`src/rtl/rotate_pkg.sv`:
```
// Shared definitions for the shared-rotator arbiter: widths, direction codes
// and the response-slot state encoding.
package rotate_pkg;

  localparam int DATA_W_DEF = 32;
  localparam int SHW_DEF    = 5;

  localparam logic DIR_RIGHT = 1'b0;
  localparam logic DIR_LEFT  = 1'b1;

  typedef enum logic {
    IDLE = 1'b0,
    HOLD = 1'b1
  } state_e;

endpackage : rotate_pkg

```
`src/rtl/barrel_rotator.sv`:
```
// Purely combinational barrel rotator; the amount is implicitly modulo DATA_W
// because shift_amount is exactly log2(DATA_W) bits wide.
module barrel_rotator
  import rotate_pkg::*;
#(
  parameter int DATA_W = DATA_W_DEF,
  parameter int SHW    = SHW_DEF
) (
  input  logic [DATA_W-1:0] data_in,
  input  logic [SHW-1:0]    shift_amount,
  input  logic              direction,
  output logic [DATA_W-1:0] data_out
);

  // Rotating a doubled copy avoids the DATA_W-0 full-width shift when amount is 0.
  logic [2*DATA_W-1:0] dbl_s;
  logic [2*DATA_W-1:0] dbl_r_s;
  logic [2*DATA_W-1:0] dbl_l_s;

  assign dbl_s   = {data_in, data_in};
  assign dbl_r_s = dbl_s >> shift_amount;
  assign dbl_l_s = dbl_s << shift_amount;

  // Direction select.
  always_comb begin
    data_out = {DATA_W{1'b0}};
    case (direction)
      DIR_RIGHT: data_out = dbl_r_s[DATA_W-1:0];
      DIR_LEFT:  data_out = dbl_l_s[2*DATA_W-1:DATA_W];
      default:   data_out = {DATA_W{1'b0}};
    endcase
  end

endmodule : barrel_rotator

```
`src/rtl/rotate_share_arb.sv`:
```
// Two-requester round-robin front end for one shared barrel rotator, with a
// single registered response slot and an accepted-transaction counter.
module rotate_share_arb
  import rotate_pkg::*;
#(
  parameter int DATA_W = DATA_W_DEF,
  parameter int SHW    = SHW_DEF
) (
  input  logic              clk,
  input  logic              rst_n,
  input  logic              req0_valid,
  output logic              req0_ready,
  input  logic [DATA_W-1:0] req0_data,
  input  logic [SHW-1:0]    req0_amt,
  input  logic              req0_dir,
  input  logic              req1_valid,
  output logic              req1_ready,
  input  logic [DATA_W-1:0] req1_data,
  input  logic [SHW-1:0]    req1_amt,
  input  logic              req1_dir,
  output logic              rsp_valid,
  input  logic              rsp_ready,
  output logic [DATA_W-1:0] rsp_data,
  output logic              rsp_id,
  output logic [15:0]       busy_cnt
);

  state_e            state_r;
  state_e            state_nxt_s;
  logic              last_grant_r;
  logic              slot_free_s;
  logic              grant0_s;
  logic              grant1_s;
  logic              accept_s;
  logic              sel_s;
  logic [DATA_W-1:0] mux_data_s;
  logic [SHW-1:0]    mux_amt_s;
  logic              mux_dir_s;
  logic [DATA_W-1:0] rot_out_s;

  assign slot_free_s = (state_r == IDLE) | (rsp_valid & rsp_ready);

  // Round-robin grant: on contention the requester that did not win last time goes.
  always_comb begin
    grant0_s = 1'b0;
    grant1_s = 1'b0;
    if (slot_free_s) begin
      grant0_s = req0_valid & (~req1_valid | (last_grant_r == 1'b1));
      grant1_s = req1_valid & (~req0_valid | (last_grant_r == 1'b0));
    end else begin
      grant0_s = 1'b0;
      grant1_s = 1'b0;
    end
  end

  assign req0_ready = grant0_s;
  assign req1_ready = grant1_s;
  assign accept_s   = (req0_valid & req0_ready) | (req1_valid & req1_ready);
  assign sel_s      = grant1_s;

  // Steer the granted command onto the single shared rotator.
  always_comb begin
    mux_data_s = req0_data;
    mux_amt_s  = req0_amt;
    mux_dir_s  = req0_dir;
    if (sel_s) begin
      mux_data_s = req1_data;
      mux_amt_s  = req1_amt;
      mux_dir_s  = req1_dir;
    end else begin
      mux_data_s = req0_data;
      mux_amt_s  = req0_amt;
      mux_dir_s  = req0_dir;
    end
  end

  barrel_rotator #(
    .DATA_W (DATA_W),
    .SHW    (SHW)
  ) u_rot (
    .data_in      (mux_data_s),
    .shift_amount (mux_amt_s),
    .direction    (mux_dir_s),
    .data_out     (rot_out_s)
  );

  // Response-slot next state.
  always_comb begin
    state_nxt_s = state_r;
    case (state_r)
      IDLE: begin
        if (accept_s) state_nxt_s = HOLD;
        else          state_nxt_s = IDLE;
      end
      HOLD: begin
        if (accept_s)       state_nxt_s = HOLD;
        else if (rsp_ready) state_nxt_s = IDLE;
        else                state_nxt_s = HOLD;
      end
      default: state_nxt_s = IDLE;
    endcase
  end

  // State register.
  always_ff @(posedge clk or negedge rst_n) begin
    if (!rst_n) state_r <= IDLE;
    else        state_r <= state_nxt_s;
  end

  // Result capture, round-robin pointer and acceptance counter; data held when idle.
  always_ff @(posedge clk or negedge rst_n) begin
    if (!rst_n) begin
      rsp_data     <= {DATA_W{1'b0}};
      rsp_id       <= 1'b0;
      last_grant_r <= 1'b1;
      busy_cnt     <= 16'd0;
    end else if (accept_s) begin
      rsp_data     <= rot_out_s;
      rsp_id       <= sel_s;
      last_grant_r <= sel_s;
      busy_cnt     <= busy_cnt + 16'd1;
    end else begin
      rsp_data     <= rsp_data;
      rsp_id       <= rsp_id;
      last_grant_r <= last_grant_r;
      busy_cnt     <= busy_cnt;
    end
  end

  assign rsp_valid = (state_r == HOLD);

endmodule : rotate_share_arb
```
`config.mk`:
```
export PLATFORM = sky130hd
export DESIGN_NAME = rotate_share_arb
export DESIGN_NICKNAME = d
export VERILOG_FILES = /design/src/rtl/rotate_pkg.sv /design/src/rtl/barrel_rotator.sv /design/src/rtl/rotate_share_arb.sv
export SDC_FILE = /design/constraint.sdc
export NUM_CORES = 1
export LEC_CHECK = 0
export BUFFER_PORTS_ARGS = -buffer_cell sky130_fd_sc_hd__clkbuf_2
export CAP_MARGIN = 20
export CORE_ASPECT_RATIO = 0.75
export CORE_MARGIN = 5
export CORE_UTILIZATION = 50
export CTS_CLUSTER_SIZE = 28
export DETAILED_ROUTE_END_ITERATION = 8
export HOLD_SLACK_MARGIN = 0.05
export PLACE_DENSITY_LB_ADDON = 0.05
export SYNTH_ARGS = -nofsm -noshare
export SYNTH_HDL_FRONTEND = slang
export SYNTH_SLANG_ARGS = --single-unit
```
`constraint.sdc`:
```
create_clock -name clk -period 2.6 [get_ports clk]
set_clock_uncertainty 0.05 [all_clocks]
set_input_delay 0.65 -clock clk [delete_from_list [all_inputs] [get_ports clk]]
set_output_delay 0.65 -clock clk [all_outputs]
set_load 0.01 [all_outputs]
```
==> flow_summary.ini, run 1 <==
[run_status]
status = complete, no violations

[timing]
unrepaired_setup_endpoints_after_global_routing = no
setup_violations = 0
timing_hold_violations_final = 0
max_slew.worst_pin.slew_ns = 0.749
worst_slew_margin_rel_pct = 50.0
fin_crit_sh_pct = 98.7
drv_slew = 0
timing.final.crit_period_ns = 2.57
max_freq_mhz = 390

[placement]
hpwl_mm = 27.2
routabilityCongestion = 1.03
placement.io_buffers = 132
dp_cells = 1227

[clock_tree]
cts.htree.levels = 2
numCtsBuffers = 5
root_buffer = sky130_fd_sc_hd__clkbuf_16
postCtsSetupRepairBufs = 0
insertion_delay_ns = 0.30
cts_sinks = 51
tritoncts_clock_tree = built
clockBufferDepth = 2
clk_transition_reported_paths_ns = 0.08

[routing]
firstDrtPassIters = 9
routed_via_density = 7.53
top_layer_used = met4
route.detailed.drc = 0
drt-wirelength-per-cell_um = 28.2
routed_wl_mm = 34.8
wl_met3_mm = 4.78
detailroute.via_count = 9304
first_iter_violations = 1613
route.layer.met1.wl_mm = 13.8
route.antenna.remaining_nets = 0
met2_length_mm = 15.3

[logic_synthesis]
postSynthNetCount = 923
synth_compound_area_share_pct = 24.3
synth-simple-area-share_pct = 13.9
yosysTopAreaCell = sky130_fd_sc_hd__mux4_2
synth.avg_cell_area_um2 = 10.1
synth-edff-count = 0
yosys-mux-area-fraction_pct = 38.3
synth-seq-cells = 51
synth_area_um2 = 8510
yosys.area_share.xor_xnor_pct = 1.54
synth_top_area_share_pct = 24.6
seq_area_frac_synth_pct = 15.0
combinational_family_with_the_most_area_after_synthesis = multiplexers
post_synth_fa_ha_maj_area_fraction_pct = 0.147
synthTopCellsByArea = sky130_fd_sc_hd__mux4_2, sky130_fd_sc_hd__dfrtp_1, sky130_fd_sc_hd__mux2i_1
syn-instance-count = 841
yosys_warnings = 0
synth-main-ff-cell = sky130_fd_sc_hd__dfrtp_1
async_reset_ff_share_pct = 100
synth.distinct_cells = 55

[critical_path]
critical_path.startpoint_type = input pin
timing.critical_path.fanout_max = 19
worstPathRequired_ns = 2.74
worst_flop_to_flop_path_endpoint = rsp_data[5]$_DFFE_PN0P_
critPathArrivalTime_ns = 2.70
reg2reg_launch_point = rsp_valid$_DFF_PN0_
cell_count_of_the_worst_reg_to_reg_path = 8
worst_setup_path_end_kind = flop
critical_path_class = in2reg
regToRegSetupSlack_ns = 0.11

[power_and_ir_drop]
power.net_switching_mw = 2.04
sequentialPowerShare_pct = 25.0
p_comb_share_pct = 59.8
p_sw_share_pct = 44.4
clock_power_share_pct = 15.2
pwr_density_cell_nw_per_um2 = 448
power.internal_mw = 2.56
ir_worst_vdd_uv = 334
power.static_leakage_nw = 4.03

[cells_and_area]
final_net_count = 1101
fillCellCount = 1416
layout.area.seq_um2 = 1280
multi_input_comb_area_um2 = 6690
finalNonFillerCells = 1235
synthToLayoutAreaGrowth_pct = 20.5
count_of_antenna_diodes_in_the_layout = 0
finalCoreUtilization_pct = 61.1
drive_above_1_share_pct = 42.8

[die]
die-height_um = 123
core_um2 = 16800
initial_core_util_pct = 50.8
ioPinCount = 133
die_width_um = 161
floorplan.die_area_um2 = 19800
core.rowCount = 41

[job]
maxCapViolCount = 0

[grt]
antenna_found_initial = 0
largest_net_degree_at_the_start_of_global_routing = 52
grt_pass1_vias = 8551
gr-total-overflow = 0
grt_use_total_pct = 34.5
grt_first_pass_wirelength_mm = 52.9

[hold_path]
worst_hold_path_type = in2async
==> timing repair <==
item | in CTS | in global routing
resized for setup | 1 | 4
setup endpoints to repair | 2 | 8
gates cloned | 0 | 0
hold buffers | 0 | 0
==> final cells by class <==
type | count | area share [%]
repair buffers | 256 | 17.9
inverters | 8 | 0.293
multi-input cells | 697 | 65.2
clock inverters | 3 | 0.268
well taps | 215 | 2.62
flip-flops and latches | 51 | 12.5
clock buffers | 5 | 1.22
==> power groups by stage <==
| stage | Combinational (mW) | Clock, mW | Sequential (mW) |
|---|---|---|---|
| floorplan | 1.52 | 0 | 1.22 |
| global placement | 2.61 | 0 | 1.15 |
| detailed placement | 2.66 | 0 | 1.16 |
| CTS | 2.68 | 0.711 | 1.15 |
| global route | 2.92 | 0.741 | 1.18 |
| finish | 2.75 | 0.700 | 1.15 |
==> kinds of logic (layout without fill, tap and decap cells) <==
kind of cell / Yosys count / in the layout
DFF: 51 / 51
xor gates and xnor gates: 15 / 15
adders and majority gates: 1 / 1
buffers and inverters: 93 / 272
AOI/OAI and AO/OA: 249 / 249
muxes: 203 / 203
and+or+nand+nor: 229 / 229
==> how the worst max path moves through the flow <==
stage	startpoint	slack, ns	cells after the start	endpoint
6_report	rsp_ready	0.03	9	rsp_data[5]$_DFFE_PN0P_
5_1_grt	last_grant_r$_DFFE_PN1P_	0.003	8	rsp_data[7]$_DFFE_PN0P_
4_1_cts	rsp_ready	0.05	9	rsp_data[25]$_DFFE_PN0P_
3_5_place_dp	rsp_ready	-0.31	9	rsp_data[12]$_DFFE_PN0P_
3_3_place_gp	rsp_ready	-0.26	9	rsp_data[12]$_DFFE_PN0P_
2_1_floorplan	req0_amt[0]	0.27	7	rsp_data[30]$_DFFE_PN0P_
==> registers in the layout, indices dropped and copies added, names as in the netlist <==
| signal | flops |
|---|---|
| last_grant_r | 1 |
| busy_cnt | 16 |
| rsp_valid | 1 |
| rsp_id | 1 |
| rsp_data | 32 |
==> cells in the final DEF (no fill, tap or decap), types with 3 or more instances in the layout <==
master,n
sky130_fd_sc_hd__a31oi_1,26
sky130_fd_sc_hd__mux2_2,50
sky130_fd_sc_hd__clkbuf_16,5
sky130_fd_sc_hd__mux2_1,3
sky130_fd_sc_hd__o31ai_1,8
sky130_fd_sc_hd__o21ai_0,7
sky130_fd_sc_hd__o21a_1,5
sky130_fd_sc_hd__dfrtp_1,50
sky130_fd_sc_hd__o221ai_1,21
sky130_fd_sc_hd__xor2_1,3
sky130_fd_sc_hd__o211a_1,25
sky130_fd_sc_hd__nand2_1,15
sky130_fd_sc_hd__clkbuf_2,130
sky130_fd_sc_hd__a221oi_1,22
sky130_fd_sc_hd__mux4_2,93
sky130_fd_sc_hd__and2_1,3
sky130_fd_sc_hd__a211oi_1,8
sky130_fd_sc_hd__buf_12,19
sky130_fd_sc_hd__and3_1,4
sky130_fd_sc_hd__nand2b_1,12
sky130_fd_sc_hd__mux2i_1,57
sky130_fd_sc_hd__a22oi_1,32
sky130_fd_sc_hd__o22a_1,39
sky130_fd_sc_hd__nor3_1,29
sky130_fd_sc_hd__nor4_1,11
sky130_fd_sc_hd__nor2_2,3
sky130_fd_sc_hd__o221ai_2,11
sky130_fd_sc_hd__inv_1,6
sky130_fd_sc_hd__nor2_1,37
sky130_fd_sc_hd__buf_4,106
sky130_fd_sc_hd__nand4_1,28
sky130_fd_sc_hd__xnor2_1,12
sky130_fd_sc_hd__nand3_1,79
sky130_fd_sc_hd__o22ai_1,28
sky130_fd_sc_hd__a21oi_1,4
==> cell usage after synthesis (14+ instances only) <==
| cell | instances |
|---|---|
| sky130_fd_sc_hd__a221oi_1 | 22 |
| sky130_fd_sc_hd__a22oi_1 | 32 |
| sky130_fd_sc_hd__a31oi_1 | 26 |
| sky130_fd_sc_hd__buf_2 | 40 |
| sky130_fd_sc_hd__buf_4 | 14 |
| sky130_fd_sc_hd__buf_6 | 16 |
| sky130_fd_sc_hd__dfrtp_1 | 50 |
| sky130_fd_sc_hd__mux2_2 | 50 |
| sky130_fd_sc_hd__mux2i_1 | 57 |
| sky130_fd_sc_hd__mux4_2 | 93 |
| sky130_fd_sc_hd__nand2_1 | 15 |
| sky130_fd_sc_hd__nand3_1 | 79 |
| sky130_fd_sc_hd__nand4_1 | 28 |
| sky130_fd_sc_hd__nor2_1 | 38 |
| sky130_fd_sc_hd__nor3_1 | 29 |
| sky130_fd_sc_hd__o211a_1 | 25 |
| sky130_fd_sc_hd__o221ai_1 | 25 |
| sky130_fd_sc_hd__o22a_1 | 39 |
| sky130_fd_sc_hd__o22ai_1 | 28 |
==> critical path, cell delays in order <==
cell and delay, ns:
sky130_fd_sc_hd__clkbuf_2 0.09, sky130_fd_sc_hd__nand2b_1 0.21, sky130_fd_sc_hd__buf_4 0.18, sky130_fd_sc_hd__nand4_1 0.19, sky130_fd_sc_hd__buf_4 0.29, sky130_fd_sc_hd__buf_4 0.20
sky130_fd_sc_hd__o221ai_1 0.42, sky130_fd_sc_hd__mux2i_1 0.21, sky130_fd_sc_hd__o211a_1 0.26
==> per-stage QoR <==
step / total power [mW] / area, µm² / setup WS, ns / hold slack (ns) / TNS, ns
floorplan: 2.74 / 8510 / 0.267 / 0.304 / 0
global placement: 3.75 / 10100 / -0.255 / 0.408 / -2.67
detailed placement: 3.82 / 10100 / -0.311 / 0.419 / -3.88
CTS: 4.54 / 10200 / 0.0537 / 0.426 / 0
global route: 4.84 / 10300 / 0.00255 / 0.460 / 0
finish: 4.60 / 10300 / 0.0349 / 0.399 / 0
==> layer usage <==
metal,up-vias,track usage (%)
li1,3947,-
met1,4564,49.1
met2,714,53.4
met3,79,9.33
met4,0,7.09
met5,-,0
(Power assumes the default switching activity.)
==> run 2, diff against run 1 <==
==> constraint.sdc (replaced) <==
create_clock -name clk -period 2.39 [get_ports clk]
set_clock_uncertainty 0.05 [all_clocks]
set_input_delay 0.5975 -clock clk [delete_from_list [all_inputs] [get_ports clk]]
set_output_delay 0.5975 -clock clk [all_outputs]
set_load 0.01 [all_outputs]
==> run 2 against run 1 <==
Non-clock buffer count grew 61. Clock-buffer cell count did not move. Core utilization increased by 3.6 points. Total power grew 12%. Clock power rose by 9.1%. Cell count is 4.9% higher. Critical path type unchanged. Largest power group unchanged.
==> flow_summary.ini, run 2 (synthesis results as in run 1) <==
[routing]
detailroute.via_count = 9732
route.detailed.drc = 0
routed_via_density = 7.51
routed_wl_mm = 35.9
first_iter_violations = 1441
route.antenna.remaining_nets = 0
drt-wirelength-per-cell_um = 27.7
firstDrtPassIters = 7

[grt]
grt_use_total_pct = 34.7
antenna_found_initial = 0
grt_first_pass_wirelength_mm = 53.1
largest_net_degree_at_the_start_of_global_routing = 52
gr-total-overflow = 0
grt_pass1_vias = 8737

[timing]
setup_ws_ns = 0.0271
fin_crit_sh_pct = 98.9
drv_slew = 0
max_slew.worst_pin.slew_ns = 0.673
setup_violations = 0
setup_total_negative_slack_ns = 0
worst_slew_margin_rel_pct = 55.2
unrepaired_setup_endpoints_after_global_routing = yes
timing.final.crit_period_ns = 2.36
max_freq_mhz = 423
timing_hold_violations_final = 0

[critical_path]
crit_path_max_incr_delay_ns = 0.37
worstPathRequired_ns = 2.58
critical_path.top_delay_family = compound AO/OA/AOI/OAI gates
timing.critical_path.fanout_max = 23
critical_path.n_buffers_inverters = 2
critical_path.cell_chain = clkbuf_2, and2_2, o31ai_4, buf_4, o22a_1, o221ai_1, mux2i_1, o211a_1
worst_setup_path_end_kind = flop
critical_path.startpoint_type = input pin
critical_path_class = in2reg
critPathArrivalTime_ns = 2.56
timing.critical_path.slowest_stage_cell = sky130_fd_sc_hd__buf_4
logic_depth_of_the_worst_setup_path_including_buffers = 8
cell_count_of_the_worst_reg_to_reg_path = 9

[cells_and_area]
layout.area.seq_um2 = 1280
multi_input_comb_area_um2 = 6810
largest_register_ff_count = 32
synthToLayoutAreaGrowth_pct = 27.6
count_of_antenna_diodes_in_the_layout = 0
fillCellCount = 1345
layout_top_registers = rsp_data: 32 flops, busy_cnt: 16 flops
mostFrequentLayoutCells = sky130_fd_sc_hd__buf_4, sky130_fd_sc_hd__clkbuf_2, sky130_fd_sc_hd__mux4_2
top_register = rsp_data
finalNonFillerCells = 1296
final_net_count = 1162
drive_above_1_share_pct = 47.8
most_common_library_cell_in_the_layout_ignoring_fill_and_taps = sky130_fd_sc_hd__buf_4

[placement]
placement.io_buffers = 132
dp_cells = 1281
placement.setup.worst_slack_ns = -0.333
routabilityCongestion = 0.979
hpwl_mm = 28.1

[power_and_ir_drop]
pwr_density_cell_nw_per_um2 = 476
ir_worst_vdd_uv = 425
power.static_leakage_nw = 4.37

[die]
initial_core_util_pct = 50.8
core.rowCount = 41
ioPinCount = 133
die_width_um = 161
die-height_um = 123
floorplan.die_area_um2 = 19800
core_um2 = 16800

[clock_tree]
tritoncts_clock_tree = built
root_buffer = sky130_fd_sc_hd__clkbuf_16
clk_transition_reported_paths_ns = 0.08
numCtsBuffers = 5
clockBufferDepth = 2
insertion_delay_ns = 0.30
post_cts_hold_buffer_count = 0
cts.htree.levels = 2
cts_sinks = 51

[run_status]
status = complete, no violations

[job]
maxCapViolCount = 0

[hold_path]
worst_hold_path_type = in2async
-- run 2: changes by cell type in the layout (fill, tap and decap cells not counted), moves of 2 or more --
cell / change
sky130_fd_sc_hd__o21a_2: +2
sky130_fd_sc_hd__o21a_1: -2
sky130_fd_sc_hd__a221oi_1: -11
sky130_fd_sc_hd__o22ai_2: +2
sky130_fd_sc_hd__nor4_2: +2
sky130_fd_sc_hd__a221oi_2: +11
sky130_fd_sc_hd__o221ai_1: +2
sky130_fd_sc_hd__buf_4: +59
sky130_fd_sc_hd__o221ai_2: -3
sky130_fd_sc_hd__nor4_1: -2
sky130_fd_sc_hd__o22ai_1: -2
-- run 2: layout make-up --
class	count	area share (%)
clock buffers	5	1.15
clock inverters	3	0.253
inverters	8	0.276
multi-input cells	697	62.7
flip-flops and latches	51	11.8
well taps	215	2.48
repair buffers	317	21.4
-- run 2: routing by layer --
layer,GRT usage (%),wire [µm],vias to the layer above
met1,49.8,13700,4797
met2,54.0,16000,769
li1,-,-,4074
met3,7.63,5150,92
met4,8.01,1030,0
met5,0,0,-
-- run 2: repair_timing --
item / CTS / global route
pin swaps: 0 / 7
resized for setup: 2 / 24
setup buffers: 0 / 6
cloned: 0 / 1
endpoints found under the setup margin: 4 / 24
-- run 2: per-stage QoR --
step / total power, mW / cell area, µm² / utilization, % / hold WS, ns
after floorplan: 2.98 / 8510 / - / 0.252
after global placement: 4.15 / 10500 / 62.4 / 0.411
after detailed placement: 4.24 / 10500 / 62.4 / 0.428
after CTS: 5.01 / 10600 / 63.4 / 0.388
after global routing: 5.40 / 10900 / 64.7 / 0.419
final: 5.17 / 10900 / 64.7 / 0.359
-- run 2: worst register-to-register path: stages (launching register included) --
cell and delay [ns]:
sky130_fd_sc_hd__dfrtp_1 0.39, sky130_fd_sc_hd__nor2b_1 0.13, sky130_fd_sc_hd__buf_4 0.16, sky130_fd_sc_hd__o31ai_4 0.28
sky130_fd_sc_hd__buf_12 0.20, sky130_fd_sc_hd__buf_4 0.15, sky130_fd_sc_hd__o22a_1 0.21, sky130_fd_sc_hd__o221ai_2 0.18
sky130_fd_sc_hd__a221oi_1 0.33, sky130_fd_sc_hd__o211a_1 0.19
-- run 2: path summary, 6_finish.rpt --
check                                          from                       end  slack, ns
max                                      req0_valid   rsp_data[7]$_DFFE_PN0P_       0.03
min                                           rst_n   busy_cnt[0]$_DFFE_PN0P_       0.36
max reg2reg                     rsp_valid$_DFF_PN0_  rsp_data[29]$_DFFE_PN0P_       0.05
min reg2reg                busy_cnt[15]$_DFFE_PN0P_  busy_cnt[15]$_DFFE_PN0P_       0.43
max in group asynchronous                     rst_n  rsp_data[13]$_DFFE_PN0P_       1.47
min in group clk           busy_cnt[15]$_DFFE_PN0P_  busy_cnt[15]$_DFFE_PN0P_       0.43
-- run 2: power breakdown --
group | leakage (nW) | switching (mW) | internal, mW | total [mW]
Clock | 0.0719 | 0.365 | 0.399 | 0.764
Sequential | 0.589 | 0.173 | 1.07 | 1.25
Combinational | 3.71 | 1.74 | 1.42 | 3.16
Total | 4.37 | 2.28 | 2.89 | 5.17
